`src/rtl/reg_bank_ops.sv`:
```
// Register bank with two combinational read ports and a clocked
// load/inc/dec write port, initialised by a clear sweep.
module reg_bank_ops #(
  parameter int BIT_ADDR = 4,
  parameter int BIT_DATO = 3,
  parameter int SATURATE = 0,
  parameter logic [BIT_DATO-1:0] INIT_VAL = '0
) (
  input  logic                clk,
  input  logic                rst,
  input  logic [BIT_ADDR-1:0] addrR0,
  input  logic [BIT_ADDR-1:0] addrR1,
  output logic [BIT_DATO-1:0] datOutR0,
  output logic [BIT_DATO-1:0] datOutR1,
  input  logic [BIT_ADDR-1:0] addrW,
  input  logic [BIT_DATO-1:0] datW,
  input  logic [1:0]          op,
  input  logic                wr_req,
  input  logic                clr_req,
  output logic                busy,
  output logic                wr_ack,
  output logic                ovf
);

  localparam int NREG = 2**BIT_ADDR;
  localparam logic [BIT_ADDR-1:0] LAST = {BIT_ADDR{1'b1}};
  localparam logic [BIT_DATO-1:0] DMAX = {BIT_DATO{1'b1}};

  localparam logic [0:0] S_CLEAR = 1'b0;
  localparam logic [0:0] S_IDLE  = 1'b1;

  localparam logic [1:0] OP_NOP = 2'b00;
  localparam logic [1:0] OP_LD  = 2'b01;
  localparam logic [1:0] OP_INC = 2'b10;
  localparam logic [1:0] OP_DEC = 2'b11;

  logic [BIT_DATO-1:0] r_breg [NREG];
  logic [0:0]          r_state;
  logic [BIT_ADDR-1:0] r_sweep_addr;
  logic                r_busy;
  logic                r_wr_ack;
  logic                r_ovf;
  logic                r_wr_req_q;

  logic                w_edge;
  logic                w_idle;
  logic                w_we;
  logic                w_sweep_we;
  logic                w_lim;
  logic                w_upd;
  logic [BIT_DATO-1:0] w_cur;
  logic [BIT_DATO-1:0] w_nxt;

  assign datOutR0 = r_breg[addrR0];
  assign datOutR1 = r_breg[addrR1];
  assign busy     = r_busy;
  assign wr_ack   = r_wr_ack;
  assign ovf      = r_ovf;

  assign w_idle     = (r_state == S_IDLE);
  assign w_sweep_we = (r_state == S_CLEAR);
  assign w_edge     = wr_req & ~r_wr_req_q;
  // a clear request in the same cycle pre-empts the write
  assign w_we       = w_idle & ~clr_req & w_edge;
  assign w_cur      = r_breg[addrW];

  always_comb begin
    w_nxt = w_cur;
    w_lim = 1'b0;
    w_upd = 1'b0;
    unique case (op)
      OP_NOP: begin
        w_upd = 1'b0;
      end
      OP_LD: begin
        w_nxt = datW;
        w_upd = 1'b1;
      end
      OP_INC: begin
        w_upd = 1'b1;
        if (w_cur == DMAX) begin
          w_lim = 1'b1;
          w_nxt = (SATURATE != 0) ? DMAX : '0;
        end else begin
          w_nxt = w_cur + 1'b1;
        end
      end
      OP_DEC: begin
        w_upd = 1'b1;
        if (w_cur == '0) begin
          w_lim = 1'b1;
          w_nxt = (SATURATE != 0) ? '0 : DMAX;
        end else begin
          w_nxt = w_cur - 1'b1;
        end
      end
    endcase
  end

  always_ff @(posedge clk or negedge rst) begin
    if (!rst) begin
      r_state      <= S_CLEAR;
      r_sweep_addr <= '0;
      r_busy       <= 1'b1;
      r_wr_ack     <= 1'b0;
      r_ovf        <= 1'b0;
      r_wr_req_q   <= 1'b0;
    end else begin
      r_wr_req_q <= wr_req;
      r_wr_ack   <= w_we;
      r_ovf      <= w_we & w_lim;
      unique case (r_state)
        S_CLEAR: begin
          r_sweep_addr <= r_sweep_addr + 1'b1;
          if (r_sweep_addr == LAST) begin
            r_state <= S_IDLE;
            r_busy  <= 1'b0;
          end
        end
        S_IDLE: begin
          if (clr_req) begin
            r_state      <= S_CLEAR;
            r_sweep_addr <= '0;
            r_busy       <= 1'b1;
          end
        end
      endcase
    end
  end

  // storage is deliberately unreset; the sweep initialises it
  always_ff @(posedge clk) begin
    if (w_sweep_we) begin
      r_breg[r_sweep_addr] <= INIT_VAL;
    end else if (w_we && w_upd) begin
      r_breg[addrW] <= w_nxt;
    end
  end

endmodule

```
`config.mk`:
```
export PLATFORM = sky130hd
export DESIGN_NAME = reg_bank_ops
export DESIGN_NICKNAME = d
export VERILOG_FILES = /design/src/rtl/reg_bank_ops.sv
export SDC_FILE = /design/constraint.sdc
export NUM_CORES = 1
export LEC_CHECK = 0
export BUFFER_PORTS_ARGS = -buffer_cell sky130_fd_sc_hd__buf_2
export CAP_MARGIN = 5
export CORE_ASPECT_RATIO = 1.1
export CORE_UTILIZATION = 57
export CTS_CLUSTER_DIAMETER = 100
export DETAILED_ROUTE_END_ITERATION = 16
export PLACE_DENSITY_LB_ADDON = 0.05
export RECOVER_POWER = 50
export SYNTH_ARGS = -nofsm -noshare
export SYNTH_HDL_FRONTEND = slang
export SYNTH_SLANG_ARGS = --single-unit
```
`constraint.sdc`:
```
create_clock -name clk -period 8 [get_ports clk]
set_input_delay 1.6 -clock clk [delete_from_list [all_inputs] [get_ports clk]]
set_output_delay 1.6 -clock clk [all_outputs]
set_load 0.1 [all_outputs]
```
==> out/results.ini, run 1 <==
[critical_path]
critPathLaunchType = primary input
end_kind = output pin
cp_max_fo = 12
max_stage_delay_ns = 0.61
cp_slowest_cell = mux4_2
cp.required_ns = 6.40
path_cells = buf_2 > mux4_2 > mux4_2 > buf_2
arrival_ns = 3.34
criticalPathCategory = primary input to output pin

[logic_synthesis]
synthTopCellsByCount = 48 x edfxtp_1, 34 x mux4_2, 23 x nor2_1, 10 x inv_1
avgSynthCellArea_um2 = 15.5
synth_area_mm2 = 0.00333
synth_area_leader_cell = edfxtp_1
synth.distinct_cells = 41
ys_seq_area_frac = 0.502
yosys_most_used_dff = edfxtp_1
synth_fp_nets = 241
ys_seq_elements = 57
async_flop_share = 0.158
synth_warnings = 0
yosys-top-cells-area = edfxtp_1 43%, mux4_2 23%, dfrtp_1 6.0%
synth_top_area_frac = 0.433
yosysMostFrequentCell = edfxtp_1
synth-edff-count = 48
syn_inst = 215

[floorplanning]
start_util = 0.605
die_width_um = 74.8
core_area_mm2 = 0.00550
fp-row-count = 28
die-area_mm2 = 0.00614
die_h_um = 82.1
io-pin-count = 30

[timing]
setup_viol = 0
finalCritPeriodShare = 0.618
finalHoldViolations = 0
finalMaxSlewViolations = 0
fmax_ghz = 0.202
fin_crit_ns = 4.94
skew_ns = 0.00889
worstMarginPinSlew_ns = 1.19
setup_tns_ns = 0
grt_setup_unrepaired = false
slew_headroom = 0.196

[power_and_ir_drop]
power_density_mw_per_mm2 = 280
vdd_drop_max_v = 0.000147
p_leak_nw = 1.31

[layout]
diodes = 0
drive_gt1_frac = 0.305
fill_cells = 412
nets = 272
stdcell_area_mm2 = 0.00368
area_delta_synth_final_pct = 10.5

[cts]
clock_tree.buffer_depth = 2
cts_post_setup_buffers_inserted = 0
hold_buffers = 0
clkLatencyLatePin_ns = 0.34
clk_pin_slew_ns = 0.06
cts_tree = yes
cts-root-buf = clkbuf_8
h-tree-depth = 3
ctsResizeCount = 0
cts.sinks = 57
cts_buffers = 9

[grt]
grtUsageTotal = 0.289
grt_pass1_vias = 2178
grt_first_pass_wirelength_um = 11800
grt_max_degree = 21
antenna_found_initial = 0
gr-total-overflow = 0

[place]
place_area_mm2 = 0.00350
port_buffers = 29
gp_congestion = 0.883
dpl.hpwl_um = 5800

[run_status]
run_status = complete, no violations

[hold_path]
hold_path_class = flip-flop to flip-flop

[detailed_routing]
finalWirelength_um = 7760
routedWlPerCell_um = 24.0
routed_via_density = 6.66
drc = 0
drt-pass1-iter-count = 4
drt_iter0_markers = 215
antenna_left = 0
vias = 2157

[run]
maxCapViolations = 0

-- logic make-up (layout without fill, tap and decap cells) --
logic type	Yosys count	after routing	share of synthesized area
adders and majority gates	5	5	0.0188
buffers and inverters	20	54	0.0331
muxes	47	47	0.294
and+or+nand+nor	51	51	0.0749
DFF	57	57	0.502
xor gates and xnor gates	2	2	0.00527
AOI/OAI and AO/OA	33	33	0.0726
-- critical path, delay by kind of cell --
| family | cells | cell delay, ns |
|---|---|---|
| buffers and inverters | 2 | 0.66 |
| multiplexers | 2 | 1.09 |
-- final cells by class --
type | instances | area [um2] | share of cell area
sequential | 57 | 1670 | 0.454
multi-input combinational | 138 | 1560 | 0.424
timing repair buffer | 30 | 144 | 0.0391
clock buffer | 10 | 128 | 0.0347
tap | 75 | 93.8 | 0.0255
clock inverter | 4 | 46.3 | 0.0126
inverter | 10 | 37.5 | 0.0102
-- where the power goes --
group          total, mW  internal (mW)  switching, mW
registers          0.444          0.389         0.0541
logic              0.338          0.119          0.218
clock network      0.249          0.139          0.110
total               1.03          0.647          0.383
-- through the flow --
stage / std cells / worst slack, ns / total power, mW / hold WS, ns / util
2_1_floorplan: 215 / 2.98 / 0.690 / 0.513 / -
3_3_place_gp: 309 / 2.61 / 0.770 / 0.488 / 0.636
3_5_place_dp: 309 / 2.42 / 0.783 / 0.506 / 0.636
4_1_cts: 323 / 2.79 / 1.03 / 0.519 / 0.668
5_1_grt: 324 / 2.89 / 1.08 / 0.545 / 0.668
6_report: 324 / 3.06 / 1.03 / 0.515 / 0.668
-- routing by layer --
layer	track usage	vias to the layer above	routed length, um
met2	0.459	105	3910
met1	0.362	1078	2960
met5	0	-	0
met3	0.0692	24	545
met4	0.174	0	345
li1	-	950	-
-- cell usage in the layout, fill, tap and decap left out, types with 2 or more instances in the layout --
cell,Yosys,routed
a221oi_1,2,2
dfrtp_1,8,8
a32oi_1,2,2
inv_1,10,10
and3_1,3,3
nor2_1,23,23
xnor2_1,2,2
mux2i_1,8,8
mux4_2,34,34
a31oi_1,5,5
nor3_1,2,2
ha_1,5,5
nor3b_1,2,2
nand2_1,8,8
buf_2,2,22
clkbuf_8,1,9
clkbuf_1,4,8
o21ai_0,6,7
a221oi_2,2,2
nor2b_1,5,5
a22oi_1,3,3
a21oi_1,5,5
edfxtp_1,48,48
nand3_1,2,2
mux4_1,5,5
-- flip-flops by register name (all words and copies together), names as in the netlist --
| register | flops |
|---|---|
| r_breg | 48 |
| r_sweep_addr | 4 |
| busy | 1 |
| ovf | 1 |
| r_state | 1 |
| r_wr_req_q | 1 |
| wr_ack | 1 |
-- worst paths after layout --
| path | cells after the start | from | endpoint | slack [ns] |
|---|---|---|---|---|
| min | 2 | busy | busy | 0.51 |
| min in group asynchronous | 1 | rst | r_sweep_addr[3] | 1.17 |
| max reg2reg | 8 | r_breg[13][1] | r_breg[12][2] | 4.56 |
| max | 4 | addrR1[0] | datOutR1[0] | 3.06 |
| max in group asynchronous | 1 | rst | busy | 6.49 |
| min reg2reg | 2 | busy | busy | 0.51 |
No activity file was read; power rests on OpenSTA's default activity.
==> run 2, diff against run 1 <==
--- a/config.mk
+++ b/config.mk
@@ -8,7 +8,7 @@
 export BUFFER_PORTS_ARGS = -buffer_cell sky130_fd_sc_hd__buf_2
 export CAP_MARGIN = 5
 export CORE_ASPECT_RATIO = 1.1
-export CORE_UTILIZATION = 57
+export CORE_UTILIZATION = 54
 export CTS_CLUSTER_DIAMETER = 100
 export DETAILED_ROUTE_END_ITERATION = 16
 export PLACE_DENSITY_LB_ADDON = 0.05
==> constraint.sdc (replaced) <==
create_clock -name clk -period 4.1 [get_ports clk]
set_input_delay 0.82 -clock clk [delete_from_list [all_inputs] [get_ports clk]]
set_output_delay 0.82 -clock clk [all_outputs]
set_load 0.1 [all_outputs]
==> out/results.ini, run 2 (synthesis gave the netlist of run 1 again) <==
[critical_path]
crit_buf_inv = 3  ; was 2
critPathLaunchType = primary input  ; unchanged
cp_top_family = compound AO/OA/AOI/OAI gates  ; was multiplexers
path_cells = buf_2 > buf_4 > mux2i_1 > a221oi_1 > buf_4 > a22oi_1 > o21ai_1 > ha_1 > ha_1 > o21ai_0 > nand2_1 > a21oi_1  ; was buf_2 > mux4_2 > mux4_2 > buf_2
cp_max_fo = 16  ; was 12
max_stage_delay_ns = 0.95  ; was 0.61 ns
cp.required_ns = 4.06  ; was 6.40 ns
end_kind = flip-flop  ; was output pin
arrival_ns = 3.73  ; was 3.34 ns
cp_slowest_cell = a21oi_1  ; was mux4_2
criticalPathCategory = primary input to flip-flop  ; was primary input to output pin

[detailed_routing]
vias = 2283  ; was 2,157
routedWlPerCell_um = 24.3  ; was 24.0 um
drt_iter0_markers = 244  ; was 215
antenna_left = 0  ; unchanged
finalWirelength_um = 8070  ; was 7760 um
routed_via_density = 6.88  ; was 6.66
drc = 0  ; unchanged
drt-pass1-iter-count = 4  ; unchanged

[layout]
final_common_cell = edfxtp_1  ; unchanged
area_delta_synth_final_pct = 11.1  ; was 10.5%
largest_registers = r_breg: 48 flops, r_sweep_addr: 4 flops  ; unchanged
drive_gt1_frac = 0.325  ; was 0.305
top_register = r_breg  ; unchanged
nets = 278  ; was 272
stdcell_area_mm2 = 0.00369  ; was 0.00368 mm2
largest_register_ffs = 48  ; unchanged
diodes = 0  ; unchanged
final_cell_mix = 48 x edfxtp_1, 34 x mux4_2, 23 x nor2_1, 22 x buf_2, 10 x inv_1  ; unchanged

[power_and_ir_drop]
p_comb_frac = 0.343  ; was 0.328
power_switching_mw = 0.756  ; was 0.383 mW
clockPowerShare = 0.219  ; was 0.242
vdd_drop_max_v = 0.000290  ; was 0.000147 V
p_leak_nw = 1.33  ; was 1.31 nW
power_density_mw_per_mm2 = 531  ; was 280 mW/mm2
p_int_mw = 1.21  ; was 0.647 mW
p_seq_frac = 0.439  ; was 0.431
power_mw = 1.96  ; was 1.03 mW
swShare = 0.385  ; was 0.372

[floorplanning]
fp-row-count = 29  ; was 28
die-area_mm2 = 0.00648  ; was 0.00614 mm2
die_h_um = 84.3  ; was 82.1 um
die_width_um = 76.8  ; was 74.8 um
start_util = 0.569  ; was 0.605
io-pin-count = 30  ; unchanged
core_area_mm2 = 0.00584  ; was 0.00550 mm2

[cts]
ctsResizeCount = 0  ; unchanged
cts-root-buf = clkbuf_8  ; unchanged
cts_tree = yes  ; unchanged
clk_pin_slew_ns = 0.07  ; was 0.06 ns
clkLatencyLatePin_ns = 0.34  ; about the same
cts.sinks = 57  ; unchanged
cts_post_setup_buffers_inserted = 0  ; unchanged
clock_tree.buffer_depth = 2  ; unchanged
hold_buffers = 0  ; unchanged
h-tree-depth = 3  ; unchanged
cts_buffers = 9  ; unchanged

[timing]
finalMaxSlewViolations = 0  ; unchanged
finalCritPeriodShare = 0.918
worstMarginPinSlew_ns = 1.25  ; was 1.19 ns
skew_ns = 0.00973  ; was 0.00889 ns
setup_slack_ns = 0.335  ; was 3.06 ns
fmax_ghz = 0.266
slew_headroom = 0.170  ; was 0.196
setup_viol = 0  ; unchanged
finalHoldViolations = 0  ; unchanged
fin_crit_ns = 3.77
grt_setup_unrepaired = false  ; unchanged

[place]
gp_congestion = 0.935  ; was 0.883
dpl.hpwl_um = 6160  ; was 5800 um
port_buffers = 29  ; unchanged
place_area_mm2 = 0.00355  ; was 0.00350 mm2
place_ws_ns = -0.0487  ; was 2.42 ns

[grt]
grt_pass1_vias = 2281  ; was 2,178
grtUsageTotal = 0.276  ; was 0.289
gr-total-overflow = 0  ; unchanged
grt_first_pass_wirelength_um = 12700  ; was 11,800 um
antenna_found_initial = 0  ; unchanged
grt_max_degree = 17  ; was 21

[run_status]
run_status = complete, no violations  ; unchanged

[hold_path]
hold_path_class = primary input to asynchronous set/reset pin  ; was flip-flop to flip-flop

[run]
maxCapViolations = 0  ; unchanged

[run 2: cell types whose count changed in the layout (fill, tap and decap cells not counted)]
cell	delta
buf_4	+6
bufinv_16	-1
clkinv_2	+1
clkinv_4	+1
clkinvlp_4	-1
nor2b_1	-1
nor2b_2	+1
nor4_2	+1
nor4_4	-1
[run 2: worst register-to-register path: stages, from the launching register on]
cell	delay [ns]
edfxtp_1	0.42
mux4_1	0.53
mux4_2	0.49
ha_1	0.22
ha_1	0.19
o21ai_0	0.16
nand2_1	0.08
a21oi_1	0.95
[run 2: metal layers]
metal,up-vias,track usage,routed length (um)
met4,0,0.131,280
met5,-,0,0
met3,22,0.0587,723
met2,166,0.473,4250
met1,1138,0.333,2830
li1,957,-,-
[run 2: final timing paths]
check	depth (start not counted)	startpoint	to	slack (ns)
hold reg to reg	2	busy	busy	0.52
hold / removal	1	rst	ovf	0.40
setup / recovery	12	addrW[0]	r_breg[9][0]	0.33
max in group asynchronous	1	rst	busy	3.35
min in group clk	2	busy	busy	0.52
setup reg to reg	7	r_breg[5][1]	r_breg[9][0]	0.69
[run 2: power by group through the flow]
| stage | clock [mW] | sequential, mW | combinational [mW] |
|---|---|---|---|
| after floorplan | 0 | 0.859 | 0.489 |
| after global placement | 0 | 0.860 | 0.647 |
| after detailed placement | 0 | 0.868 | 0.670 |
| after CTS | 0.434 | 0.857 | 0.671 |
| after global routing | 0.458 | 0.874 | 0.719 |
| final | 0.430 | 0.861 | 0.672 |
[run 2: area by class of cell]
type                            instances  area, um2
Fill cell                             451       2150
Clock inverter                          4       22.5
Tap cell                               77       96.3
Sequential cell                        57       1670
Clock buffer                           10        128
Multi-Input combinational cell        138       1550
Timing Repair Buffer                   36        189
Inverter                               10       37.5
[run 2: metrics by stage]
stage	utilization	hold WS, ns	std cells	TNS (ns)
detailed placement	0.608	0.508	318	-1.33
finish	0.632	0.399	332	0
floorplan	-	0.513	215	0
global route	0.632	0.429	332	0
global placement	0.608	0.486	318	0
CTS	0.634	0.309	332	0
==> run 3, diff against run 2 <==
--- a/config.mk
+++ b/config.mk
@@ -7,7 +7,6 @@
 export LEC_CHECK = 0
 export BUFFER_PORTS_ARGS = -buffer_cell sky130_fd_sc_hd__buf_2
 export CAP_MARGIN = 5
-export CORE_ASPECT_RATIO = 1.1
 export CORE_UTILIZATION = 54
 export CTS_CLUSTER_DIAMETER = 100
 export DETAILED_ROUTE_END_ITERATION = 16
==> out/results.ini, run 3 (synthesis gave the netlist of run 1 again) <==
[grt]
global_route.usage.met2 = 0.415  ; was 0.473
met1_usage = 0.385  ; was 0.333
grt_max_degree = 17  ; unchanged
grtUsageTotal = 0.278  ; was 0.276
grt_first_pass_wirelength_um = 12400  ; was 12,700 um
use_met3 = 0.0682  ; was 0.0587
grt_pass1_vias = 2215  ; was 2,281
antenna_found_initial = 0  ; unchanged
gr-total-overflow = 0  ; unchanged
grt.busiest_layer = met2  ; unchanged

[hold_path]
hold_path_class = primary input to asynchronous set/reset pin  ; unchanged

[timing]
worstMarginPinSlew_ns = 1.22  ; was 1.25 ns
setup_tns_ns = 0  ; unchanged
setup_viol = 0  ; unchanged
finalHoldViolations = 0  ; unchanged
finalCritPeriodShare = 0.865  ; was 0.918
finalMaxSlewViolations = 0  ; unchanged
grt_setup_unrepaired = false  ; unchanged
fin_crit_ns = 3.55  ; was 3.77 ns
fmax_ghz = 0.282  ; was 0.266 GHz
slew_headroom = 0.176  ; was 0.170
skew_ns = 0.0121  ; was 0.00973 ns

[detailed_routing]
drt-pass1-iter-count = 4  ; unchanged
vias = 2190  ; was 2,283
routedWlPerCell_um = 24.2  ; was 24.3 um
drc = 0  ; unchanged
finalWirelength_um = 7970  ; was 8070 um
drt_iter0_markers = 212  ; was 244
antenna_left = 0  ; unchanged
routed_via_density = 6.64  ; was 6.88

[critical_path]
critPathLaunchType = primary input  ; unchanged
cp_slowest_cell = mux4_2  ; was a21oi_1
end_kind = flip-flop  ; unchanged
criticalPathCategory = primary input to flip-flop  ; unchanged
path_cells = buf_2 > buf_4 > mux4_2 > a22oi_1 > o21ai_1 > buf_4 > ha_1 > ha_1 > a2bb2oi_1 > nor3_1 > and3_1 > nor4_2 > buf_4  ; was buf_2 > buf_4 > mux2i_1 > a221oi_1 > buf_4 > a22oi_1 > o21ai_1 > ha_1 > ha_1 > o21ai_0 > nand2_1 > a21oi_1
cp_top_family = buffers and inverters  ; was compound AO/OA/AOI/OAI gates
path_common_cell = buf_4
cp_max_fo = 16  ; unchanged
max_stage_delay_ns = 0.51  ; was 0.95 ns
crit_buf_inv = 4  ; was 3
r2r-start = r_breg[13][1]  ; was r_breg[5][1]
cp.required_ns = 4.26  ; was 4.06 ns
arrival_ns = 3.71  ; was 3.73 ns
crit_start = addrW[0]  ; unchanged

[cts]
clock_tree.buffer_depth = 2  ; unchanged
hold_buffers = 0  ; unchanged
ctsResizeCount = 0  ; unchanged
cts-root-buf = clkbuf_8  ; unchanged
clk_pin_slew_ns = 0.06  ; was 0.07 ns
clkLatencyLatePin_ns = 0.34  ; about the same
cts_post_setup_buffers_inserted = 0  ; unchanged
cts_buffers = 9  ; unchanged
cts.sinks = 57  ; unchanged
h-tree-depth = 3  ; unchanged
cts_tree = yes  ; unchanged

[layout]
diodes = 0  ; unchanged
drive_gt1_frac = 0.329  ; was 0.325
largest_register_ffs = 48  ; unchanged
final_cell_mix = 48 x edfxtp_1, 34 x mux4_2, 23 x nor2_1, 23 x buf_2, 10 x inv_1  ; was 48 x edfxtp_1, 34 x mux4_2, 23 x nor2_1, 22 x buf_2, 10 x inv_1
fill_cells = 433  ; was 451
nets = 276  ; was 278
final_common_cell = edfxtp_1  ; unchanged
area_delta_synth_final_pct = 11.6  ; was 11.1%
largest_registers = r_breg: 48 flops, r_sweep_addr: 4 flops  ; unchanged
top_register = r_breg  ; unchanged
fin_util = 0.627  ; was 0.632

[floorplanning]
io-pin-count = 30  ; unchanged
core_area_mm2 = 0.00592  ; was 0.00584 mm2
die-area_mm2 = 0.00648  ; about the same
fp-row-count = 28  ; was 29
die_width_um = 80.5  ; was 76.8 um
start_util = 0.562  ; was 0.569
die_h_um = 80.5  ; was 84.3 um

[place]
port_buffers = 29  ; unchanged
dpl.hpwl_um = 5960  ; was 6160 um
gp_congestion = 0.877  ; was 0.935

[run_status]
run_status = complete, no violations  ; unchanged

[run]
maxCapViolations = 0  ; unchanged

[power_and_ir_drop]
power_density_mw_per_mm2 = 545  ; was 531 mW/mm2
p_leak_nw = 1.34  ; was 1.33 nW
vdd_drop_max_v = 0.000314  ; was 0.000290 V

run 3: cell count changes in the layout (fill, tap and decap cells not counted):
cell        change
nor2b_1         +1
bufinv_16       +1
clkbuf_1        -2
nor2b_2         -1
clkinv_4        -1
buf_2           +1
clkinvlp_4      +1
buf_4           -2
clkinv_2        +2
run 3: path summary, 6_finish.rpt:
kind | endpoint | slack [ns] | cells past startpoint
max in group asynchronous | busy | 3.35 | 1
min reg2reg | busy | 0.50 | 2
min | r_sweep_addr[0] | 0.40 | 1
max | r_breg[10][2] | 0.55 | 13
max reg2reg | r_breg[10][2] | 0.93 | 9
min in group clk | busy | 0.50 | 2
run 3: metal layers:
metal,up-vias,wire length (um)
met5,-,0
met4,0,123
met3,14,629
met2,118,3920
met1,1100,3300
li1,958,-
run 3: layout make-up:
type                            instances  area (um2)  share of cell area
Sequential cell                        57        1670               0.450
Tap cell                               75        93.8              0.0253
Multi-Input combinational cell        138        1550               0.418
Clock buffer                            9         124              0.0334
Clock inverter                          7        61.3              0.0165
Timing Repair Buffer                   34         175              0.0472
Inverter                               10        37.5              0.0101
run 3: through the flow:
step / instances / instance area (um2) / power (mW) / setup slack, ns / hold WS, ns
detailed placement: 314 / 3540 / 1.52 / 0.246 / 0.493
global placement: 314 / 3540 / 1.51 / 0.331 / 0.488
floorplan: 215 / 3330 / 1.35 / 0.266 / 0.513
finish: 330 / 3710 / 2.02 / 0.552 / 0.403
CTS: 330 / 3720 / 2.03 / 0.592 / 0.314
global route: 330 / 3710 / 2.11 / 0.301 / 0.439
run 3: power breakdown:
group	switching (mW)	internal [mW]	leakage, nW	total (mW)
sequential	0.0964	0.759	0.559	0.856
combinational	0.426	0.237	0.687	0.663
clock	0.230	0.274	0.0962	0.504
